`config.mk`:
```
export PLATFORM = sky130hd
export DESIGN_NAME = amdemod_cfgseq_flat
export DESIGN_NICKNAME = d
export VERILOG_FILES = /design/src/rtl/amdemod_pkg.sv /design/src/rtl/amdemod_cfgseq_if.sv /design/src/rtl/amdemod_cfgseq.sv /design/src/flat_wrapper.sv
export SDC_FILE = /design/constraint.sdc
export NUM_CORES = 1
export LEC_CHECK = 0
export BUFFER_PORTS_ARGS = -buffer_cell sky130_fd_sc_hd__buf_2
export CAP_MARGIN = 20
export CELL_PAD_IN_SITES_DETAIL_PLACEMENT = 1
export CELL_PAD_IN_SITES_GLOBAL_PLACEMENT = 1
export CORE_MARGIN = 10
export CORE_UTILIZATION = 37
export DETAILED_ROUTE_END_ITERATION = 10
export PLACE_DENSITY_LB_ADDON = 0.08
export SLEW_MARGIN = 20
export SYNTH_ARGS = -nofsm -noshare
export SYNTH_HDL_FRONTEND = slang
export SYNTH_SLANG_ARGS = --single-unit
```
`constraint.sdc`:
```
create_clock -name i_clk -period 3.3 [get_ports i_clk]
set_clock_uncertainty 0.1 [all_clocks]
set_input_delay 0.66 -clock i_clk [delete_from_list [all_inputs] [get_ports i_clk]]
set_output_delay 0.66 -clock i_clk [all_outputs]
set_load 0.005 [all_outputs]
```
`src/rtl/amdemod_pkg.sv`:
```
`default_nettype none
// ============================================================================
// Package   : amdemod_pkg
// Purpose   : Shared constants for the AM demodulator configuration path:
//             slave register map, filter-reset word, sequencer encodings.
// Revision  : 1.0
// ============================================================================
package amdemod_pkg;

  // Slave register map
  localparam logic [1:0] ADDR_GAIN    = 2'd0;
  localparam logic [1:0] ADDR_PLL     = 2'd1;
  localparam logic [1:0] ADDR_FILTER  = 2'd2;
  localparam logic [1:0] ADDR_LGCOEFF = 2'd3;

  // Writing this word to the filter address resets the audio filter
  localparam logic [31:0] FRST_WORD = 32'h8000_0000;

  // Bus-phase state encoding
  localparam logic [1:0] ST_IDLE  = 2'd0;
  localparam logic [1:0] ST_FETCH = 2'd1;
  localparam logic [1:0] ST_REQ   = 2'd2;
  localparam logic [1:0] ST_WAIT  = 2'd3;

  // Configuration step encoding
  localparam logic [2:0] STEP_GAIN = 3'd0;
  localparam logic [2:0] STEP_PLL  = 3'd1;
  localparam logic [2:0] STEP_FRST = 3'd2;
  localparam logic [2:0] STEP_COEF = 3'd3;
  localparam logic [2:0] STEP_LGC  = 3'd4;

endpackage
`default_nettype wire

```
`src/rtl/amdemod_cfgseq_if.sv`:
```
`default_nettype none
// ============================================================================
// Interface : amdemod_cfgseq_if
// Purpose   : Pipelined Wishbone write port between the configuration
//             sequencer (master) and the AM demodulator slave.
// Revision  : 1.0
// ============================================================================
interface amdemod_cfgseq_if;
  logic        o_wb_cyc;
  logic        o_wb_stb;
  logic        o_wb_we;
  logic [1:0]  o_wb_addr;
  logic [31:0] o_wb_data;
  logic [3:0]  o_wb_sel;
  logic        i_wb_stall;
  logic        i_wb_ack;
  logic        i_wb_err;

  modport master (
    output o_wb_cyc, o_wb_stb, o_wb_we, o_wb_addr, o_wb_data, o_wb_sel,
    input  i_wb_stall, i_wb_ack, i_wb_err
  );

  modport slave (
    input  o_wb_cyc, o_wb_stb, o_wb_we, o_wb_addr, o_wb_data, o_wb_sel,
    output i_wb_stall, i_wb_ack, i_wb_err
  );
endinterface
`default_nettype wire

```
`src/rtl/amdemod_cfgseq.sv`:
```
`default_nettype none
// ============================================================================
// Module    : amdemod_cfgseq
// Purpose   : On a start command, writes gain, PLL step, filter reset, the
//             audio-filter coefficients (read from a coefficient memory) and
//             the PLL loop coefficient to the demodulator over Wishbone.
// Revision  : 1.0
// ============================================================================
module amdemod_cfgseq
  import amdemod_pkg::*;
#(
  parameter int NCOEFFS  = 666,
  parameter int LGNCOEFF = 10
) (
  input  wire logic                i_clk,
  input  wire logic                i_reset,
  input  wire logic                i_start,
  input  wire logic                i_abort,
  input  wire logic [15:0]         i_gain,
  input  wire logic [31:0]         i_pll_step,
  input  wire logic [4:0]          i_lgcoeff,
  output logic      [LGNCOEFF-1:0] o_coef_addr,
  input  wire logic [15:0]         i_coef_data,
  amdemod_cfgseq_if.master         wb,
  output logic                     o_busy,
  output logic                     o_done,
  output logic                     o_err
);

  logic [1:0]          state;
  logic [2:0]          step;
  logic [LGNCOEFF-1:0] idx;
  logic [15:0]         gain_q;
  logic [31:0]         pll_q;
  logic [4:0]          lgc_q;
  logic                cyc;
  logic                stb;
  logic [1:0]          addr;
  logic [31:0]         data_q;
  logic                coef_live;
  logic                last_coef;
  logic                bus_err;
  logic                stop;

  // Coefficient data only arrives during the first REQ cycle, so it is
  // forwarded straight to the bus then and held in data_q afterwards.
  assign wb.o_wb_cyc  = cyc;
  assign wb.o_wb_stb  = stb;
  assign wb.o_wb_we   = 1'b1;
  assign wb.o_wb_sel  = 4'hF;
  assign wb.o_wb_addr = addr;
  assign wb.o_wb_data = coef_live ? {16'h0, i_coef_data} : data_q;

  assign last_coef = (idx == LGNCOEFF'(NCOEFFS - 1));
  assign bus_err   = wb.i_wb_err && ((state == ST_REQ) || (state == ST_WAIT));
  assign stop      = (state != ST_IDLE) && (i_abort || bus_err);

  // Sequencer: one write in flight at a time, abort outranks err and ack
  always_ff @(posedge i_clk or posedge i_reset) begin
    if (i_reset) begin
      state       <= ST_IDLE;
      step        <= STEP_GAIN;
      idx         <= '0;
      o_coef_addr <= '0;
      gain_q      <= '0;
      pll_q       <= '0;
      lgc_q       <= '0;
      cyc         <= 1'b0;
      stb         <= 1'b0;
      addr        <= '0;
      data_q      <= '0;
      coef_live   <= 1'b0;
      o_busy      <= 1'b0;
      o_done      <= 1'b0;
      o_err       <= 1'b0;
    end else begin
      o_done <= 1'b0;
      if (stop) begin
        state     <= ST_IDLE;
        cyc       <= 1'b0;
        stb       <= 1'b0;
        coef_live <= 1'b0;
        o_busy    <= 1'b0;
        if (!i_abort) begin
          o_err  <= 1'b1;
          o_done <= 1'b1;
        end
      end else begin
        case (state)
          ST_IDLE: begin
            if (i_start) begin
              gain_q <= i_gain;
              pll_q  <= i_pll_step;
              lgc_q  <= i_lgcoeff;
              o_err  <= 1'b0;
              o_busy <= 1'b1;
              state  <= ST_REQ;
              step   <= STEP_GAIN;
              cyc    <= 1'b1;
              stb    <= 1'b1;
              addr   <= ADDR_GAIN;
              data_q <= {16'h0, i_gain};
            end
          end
          ST_FETCH: begin
            state     <= ST_REQ;
            step      <= STEP_COEF;
            cyc       <= 1'b1;
            stb       <= 1'b1;
            addr      <= ADDR_FILTER;
            coef_live <= 1'b1;
          end
          ST_REQ: begin
            if (coef_live) begin
              data_q    <= {16'h0, i_coef_data};
              coef_live <= 1'b0;
            end
            if (!wb.i_wb_stall) begin
              stb   <= 1'b0;
              state <= ST_WAIT;
            end
          end
          ST_WAIT: begin
            if (wb.i_wb_ack) begin
              case (step)
                STEP_GAIN: begin
                  step   <= STEP_PLL;
                  state  <= ST_REQ;
                  stb    <= 1'b1;
                  addr   <= ADDR_PLL;
                  data_q <= pll_q;
                end
                STEP_PLL: begin
                  step   <= STEP_FRST;
                  state  <= ST_REQ;
                  stb    <= 1'b1;
                  addr   <= ADDR_FILTER;
                  data_q <= FRST_WORD;
                end
                STEP_FRST: begin
                  idx         <= '0;
                  o_coef_addr <= '0;
                  state       <= ST_FETCH;
                  cyc         <= 1'b0;
                end
                STEP_COEF: begin
                  if (last_coef) begin
                    step   <= STEP_LGC;
                    state  <= ST_REQ;
                    stb    <= 1'b1;
                    addr   <= ADDR_LGCOEFF;
                    data_q <= {27'h0, lgc_q};
                  end else begin
                    idx         <= idx + LGNCOEFF'(1);
                    o_coef_addr <= idx + LGNCOEFF'(1);
                    state       <= ST_FETCH;
                    cyc         <= 1'b0;
                  end
                end
                default: begin
                  state  <= ST_IDLE;
                  cyc    <= 1'b0;
                  o_busy <= 1'b0;
                  o_done <= 1'b1;
                end
              endcase
            end
          end
          default: state <= ST_IDLE;
        endcase
      end
    end
  end

endmodule
`default_nettype wire

```
`src/flat_wrapper.sv`:
```
// flat-port wrapper written by rule: the top's interface ports become plain ports
module amdemod_cfgseq_flat import amdemod_pkg::*;
#(
  parameter int NCOEFFS  = 666,
  parameter int LGNCOEFF = 10
)
  (i_clk, i_reset, i_start, i_abort, i_gain, i_pll_step, i_lgcoeff, o_coef_addr, i_coef_data, o_busy, o_done, o_err, wb_o_wb_cyc, wb_o_wb_stb, wb_o_wb_we, wb_o_wb_addr, wb_o_wb_data, wb_o_wb_sel, wb_i_wb_stall, wb_i_wb_ack, wb_i_wb_err);
  amdemod_cfgseq_if wb_i ();
  input  wire logic i_clk;
  input  wire logic i_reset;
  input  wire logic i_start;
  input  wire logic i_abort;
  input  wire logic [15:0] i_gain;
  input  wire logic [31:0] i_pll_step;
  input  wire logic [4:0] i_lgcoeff;
  output logic      [LGNCOEFF-1:0] o_coef_addr;
  input  wire logic [15:0] i_coef_data;
  output logic o_busy;
  output logic o_done;
  output logic o_err;
  output wire logic [$bits(wb_i.o_wb_cyc)-1:0] wb_o_wb_cyc;
  output wire logic [$bits(wb_i.o_wb_stb)-1:0] wb_o_wb_stb;
  output wire logic [$bits(wb_i.o_wb_we)-1:0] wb_o_wb_we;
  output wire logic [$bits(wb_i.o_wb_addr)-1:0] wb_o_wb_addr;
  output wire logic [$bits(wb_i.o_wb_data)-1:0] wb_o_wb_data;
  output wire logic [$bits(wb_i.o_wb_sel)-1:0] wb_o_wb_sel;
  input wire logic [$bits(wb_i.i_wb_stall)-1:0] wb_i_wb_stall;
  input wire logic [$bits(wb_i.i_wb_ack)-1:0] wb_i_wb_ack;
  input wire logic [$bits(wb_i.i_wb_err)-1:0] wb_i_wb_err;
  assign wb_o_wb_cyc = wb_i.o_wb_cyc;
  assign wb_o_wb_stb = wb_i.o_wb_stb;
  assign wb_o_wb_we = wb_i.o_wb_we;
  assign wb_o_wb_addr = wb_i.o_wb_addr;
  assign wb_o_wb_data = wb_i.o_wb_data;
  assign wb_o_wb_sel = wb_i.o_wb_sel;
  assign wb_i.i_wb_stall = wb_i_wb_stall;
  assign wb_i.i_wb_ack = wb_i_wb_ack;
  assign wb_i.i_wb_err = wb_i_wb_err;
  amdemod_cfgseq #(.NCOEFFS(NCOEFFS), .LGNCOEFF(LGNCOEFF)) u_core (.i_clk(i_clk), .i_reset(i_reset), .i_start(i_start), .i_abort(i_abort), .i_gain(i_gain), .i_pll_step(i_pll_step), .i_lgcoeff(i_lgcoeff), .o_coef_addr(o_coef_addr), .i_coef_data(i_coef_data), .wb(wb_i), .o_busy(o_busy), .o_done(o_done), .o_err(o_err));
endmodule
```
==> reports/metrics.csv <==
stage,metric,value,unit
run_status,status,"complete, no violations",
floorplanning,CORE AREA,12500,um^2
yosys,flip-flop and latch count after synthesis,92,
floorplanning,effective utilization at floorplan,37.6,%
clocking,CTS tree,built,
clocking,# clock sinks,92,
critical_path,FF-to-FF setup slack,0.60,ns
global_route,first-pass GRT wire length,21.6,mm
sta,final hold vios,0,
yosys,ys flop type,dfrtp_1,
global_route,Total GRT Usage,15.1,%
clocking,Resize count post-CTS,0,
critical_path,Worst setup SP type,register,
critical_path,Crit path depth,6,
global_route,number of global-route vias before repair,3999,
sta,Final period util,81.7,%
critical_path,R2R cell count,6,
sta,max_slew headroom,42.6,%
worst_hold_path,worst hold path type,in2async,
floorplanning,Boundary Pins,130,
cells_and_area,Final #Nets,603,
critical_path,Slowest cell on crit path,and4b_1,
power,Leakage,2.78,nW
clocking,Num CTS Buffers,9,
routing,TritonRoute pass-1 iters,4,
yosys,syn avg cell area,11.6,um^2
cells_and_area,post-route cell area,5780,um^2
clocking,"Reg clk slew, reported paths",0.07,ns
routing,DR DRC count,0,
yosys,"count leader, synth",dfrtp_1,
critical_path,CP arrival,2.83,ns
global_route,initial antenna violation count,1,
yosys,Syn. warnings,0,
power,Peak VDD IR,383,uV
sta,unrepaired setup endpoints after global routing,no,
clocking,CTS max path bufs,2,
critical_path,worst path required time,3.43,ns
clocking,hold buffer count at cts,0,
yosys,area share of the leading cell type in the synthesized netlist,48.9,%
floorplanning,die height,133,um
placement,dpl hpwl,9.75,mm
critical_path,worst path cell trace,"ha_1, and4b_1, o31ai_4, nand4b_1, buf_4, mux2_2",
yosys,Synth Instances,405,
floorplanning,Die W,133,um
sta,Final Max Tran Viols,0,
yosys,"EDFF count, synth",0,
sta,Max Freq,371,MHz
flow_run,Max-Cap Viols,0,
cells_and_area,Syn-to-layout area delta,22.9,%
power,PwrDens,962,nW/um^2
critical_path,CP max FO,15,
clocking,root buf cell,clkbuf_16,
critical_path,nature of the critical path endpoint,register,
routing,via/cell ratio,5.23,
placement,GP Congestion,0.809,
yosys,Synth top cells by count,"dfrtp_1, mux2_2, a22o_1",
routing,"antenna viol nets, final",0,
cells_and_area,layout cells sized above 1,41.9,%
sta,Fin Setup TNS,0,ns
sta,worst slew pin tran,0.861,ns
sta,final setup fails,0,
critical_path,reg-to-reg startpoint,u_core.state[0]$_DFFE_PP0P_,
floorplanning,die area,17600,um^2
yosys,synth top area cells,"dfrtp_1, mux2_2, a22o_1",
routing,Avg WL per Cell,19.3,um
yosys,cell taking the most area after synthesis,dfrtp_1,
yosys,register area share after synthesis,48.9,%
yosys,Synth async-reset ratio,100,%
routing,vias,3644,
clocking,clock latency at the later pin of the worst-skew pair,0.35,ns
routing,final wirelength,13.5,mm
critical_path,"Largest stage delay, worst path",0.56,ns
cells_and_area,fillers,1432,
yosys,count of cell types in the netlist,56,
critical_path,RR Endpoint,u_core.data_q[0]$_DFFE_PP0P_,
yosys,Syn Std Cell Area,4700,um^2
critical_path,Crit path max-delay family,simple AND/OR/NAND/NOR gates,
floorplanning,row count,41,
global_route,grt total ovfl,0,
placement,port bufs,124,
clocking,htree depth,3,
placement,Post-DP Area,5470,um^2
routing,Starting DRT DRC Count,124,
clocking,post-CTS setup buffers,0,
sta,fin crit period,2.70,ns
critical_path,Critical path buffers and inverters,1,
global_route,largest net degree at the start of global routing,93,
critical_path,Crit Path Class,reg2reg,
cells_and_area,ANT cells,0,
-- worst max-delay path by stage --
| stage | from | endpoint | slack, ns |
|---|---|---|---|
| final | u_core.state[0]$_DFFE_PP0P_ | u_core.data_q[0]$_DFFE_PP0P_ | 0.60 |
| after global routing | u_core.state[0]$_DFFE_PP0P_ | u_core.data_q[2]$_DFFE_PP0P_ | 0.48 |
| after detailed placement | u_core.state[0]$_DFFE_PP0P_ | u_core.data_q[0]$_DFFE_PP0P_ | 0.66 |
| after CTS | u_core.state[0]$_DFFE_PP0P_ | u_core.data_q[0]$_DFFE_PP0P_ | 0.63 |
| after global placement | u_core.state[0]$_DFFE_PP0P_ | u_core.data_q[4]$_DFFE_PP0P_ | 0.65 |
| after floorplan | i_reset | u_core.coef_live$_DFFE_PP0P_ | 0.15 |
-- stage by stage --
step	setup WS (ns)	power (W)	util, %	hold slack, ns	cells
CTS	0.635	0.00565	46.2	0.344	697
floorplan	0.148	0.00371	-	0.349	409
global route	0.480	0.00599	46.2	0.361	697
detailed placement	0.657	0.00455	43.7	0.377	681
finish	0.605	0.00556	46.2	0.295	697
global placement	0.652	0.00446	43.7	0.366	681
-- where the power goes --
group	internal (W)	switching, W	leakage (nW)	total (W)
Clock	0.000615	0.000467	0.153	0.00108
Sequential	0.00167	0.000403	1.12	0.00207
Combinational	0.00125	0.00116	1.51	0.00241
-- logic make-up after synthesis --
| group | Yosys count | share of synthesized area, % |
|---|---|---|
| buffers and inverters | 55 | 5.37 |
| multiplexers | 75 | 17.6 |
| AO/OA/AOI/OAI | 93 | 15.3 |
| adder cells (fa/ha/maj) | 7 | 1.86 |
| other | 1 | 0.0797 |
| flip-flops | 92 | 48.9 |
| AND/OR/NAND/NOR | 82 | 10.8 |
-- layout by cell type (no fill, tap or decap), drive strengths merged, types with 2 or more instances in the layout --
cell       n
a22o      30
o221ai     2
a211o      3
and4b      3
o311ai     2
or2        2
nand3      5
a2111oi    2
dfrtp     92
mux2i     13
nand2b     8
nor2       8
nor2b     20
nor3       5
a221o      4
inv       22
buf      134
clkinv     4
o21ai     12
ha         7
nand2     10
nand3b     3
conb       5
nand4      4
a21oi     18
mux2      62
nand4b     5
o31ai      4
a31oi      2
a211oi     2
or3        2
and2       2
o41ai      3
and3       3
clkbuf    10
-- layer usage --
| metal | track usage (%) | wire length (um) | part of all wire (%) | vias to the layer above |
|---|---|---|---|---|
| met1 | 19.0 | 6110 | 45 | 1849 |
| met4 | 5.13 | 174 | 1.3 | 2 |
| met2 | 24.7 | 6540 | 49 | 83 |
| met3 | 4.01 | 645 | 4.8 | 12 |
| li1 | - | - | - | 1698 |
| met5 | 0 | 7 | 0.052 | - |
-- state kept, by name (all words and copies together), names as in the netlist --
register and cells:
u_core.coef_live 1, u_core.data_q 32, u_core.lgc_q 5, u_core.o_busy 1, u_core.o_coef_addr 10, u_core.o_done 1, u_core.o_err 1, u_core.pll_q 32
u_core.state 2, u_core.step 3, u_core.wb.o_wb_addr 2, u_core.wb.o_wb_cyc 1, u_core.wb.o_wb_stb 1
-- worst register-to-register path, cell delays in order, from the launching register on --
cell and delay [ns]:
dfrtp_1 0.41, ha_1 0.55, and4b_1 0.57, o31ai_4 0.20
nand4b_1 0.18, buf_4 0.23, mux2_2 0.35
-- area by class of cell --
cell class | instances | area (um^2) | share of cell area [%]
well taps | 172 | 215 | 3.72
multi-input cells | 262 | 2170 | 37.5
clock inverters | 6 | 70.1 | 1.21
repair buffers | 134 | 708 | 12.2
inverters | 21 | 80.1 | 1.38
flip-flops and latches | 92 | 2300 | 39.8
clock buffers | 10 | 239 | 4.13
(Power assumes the default switching activity.)
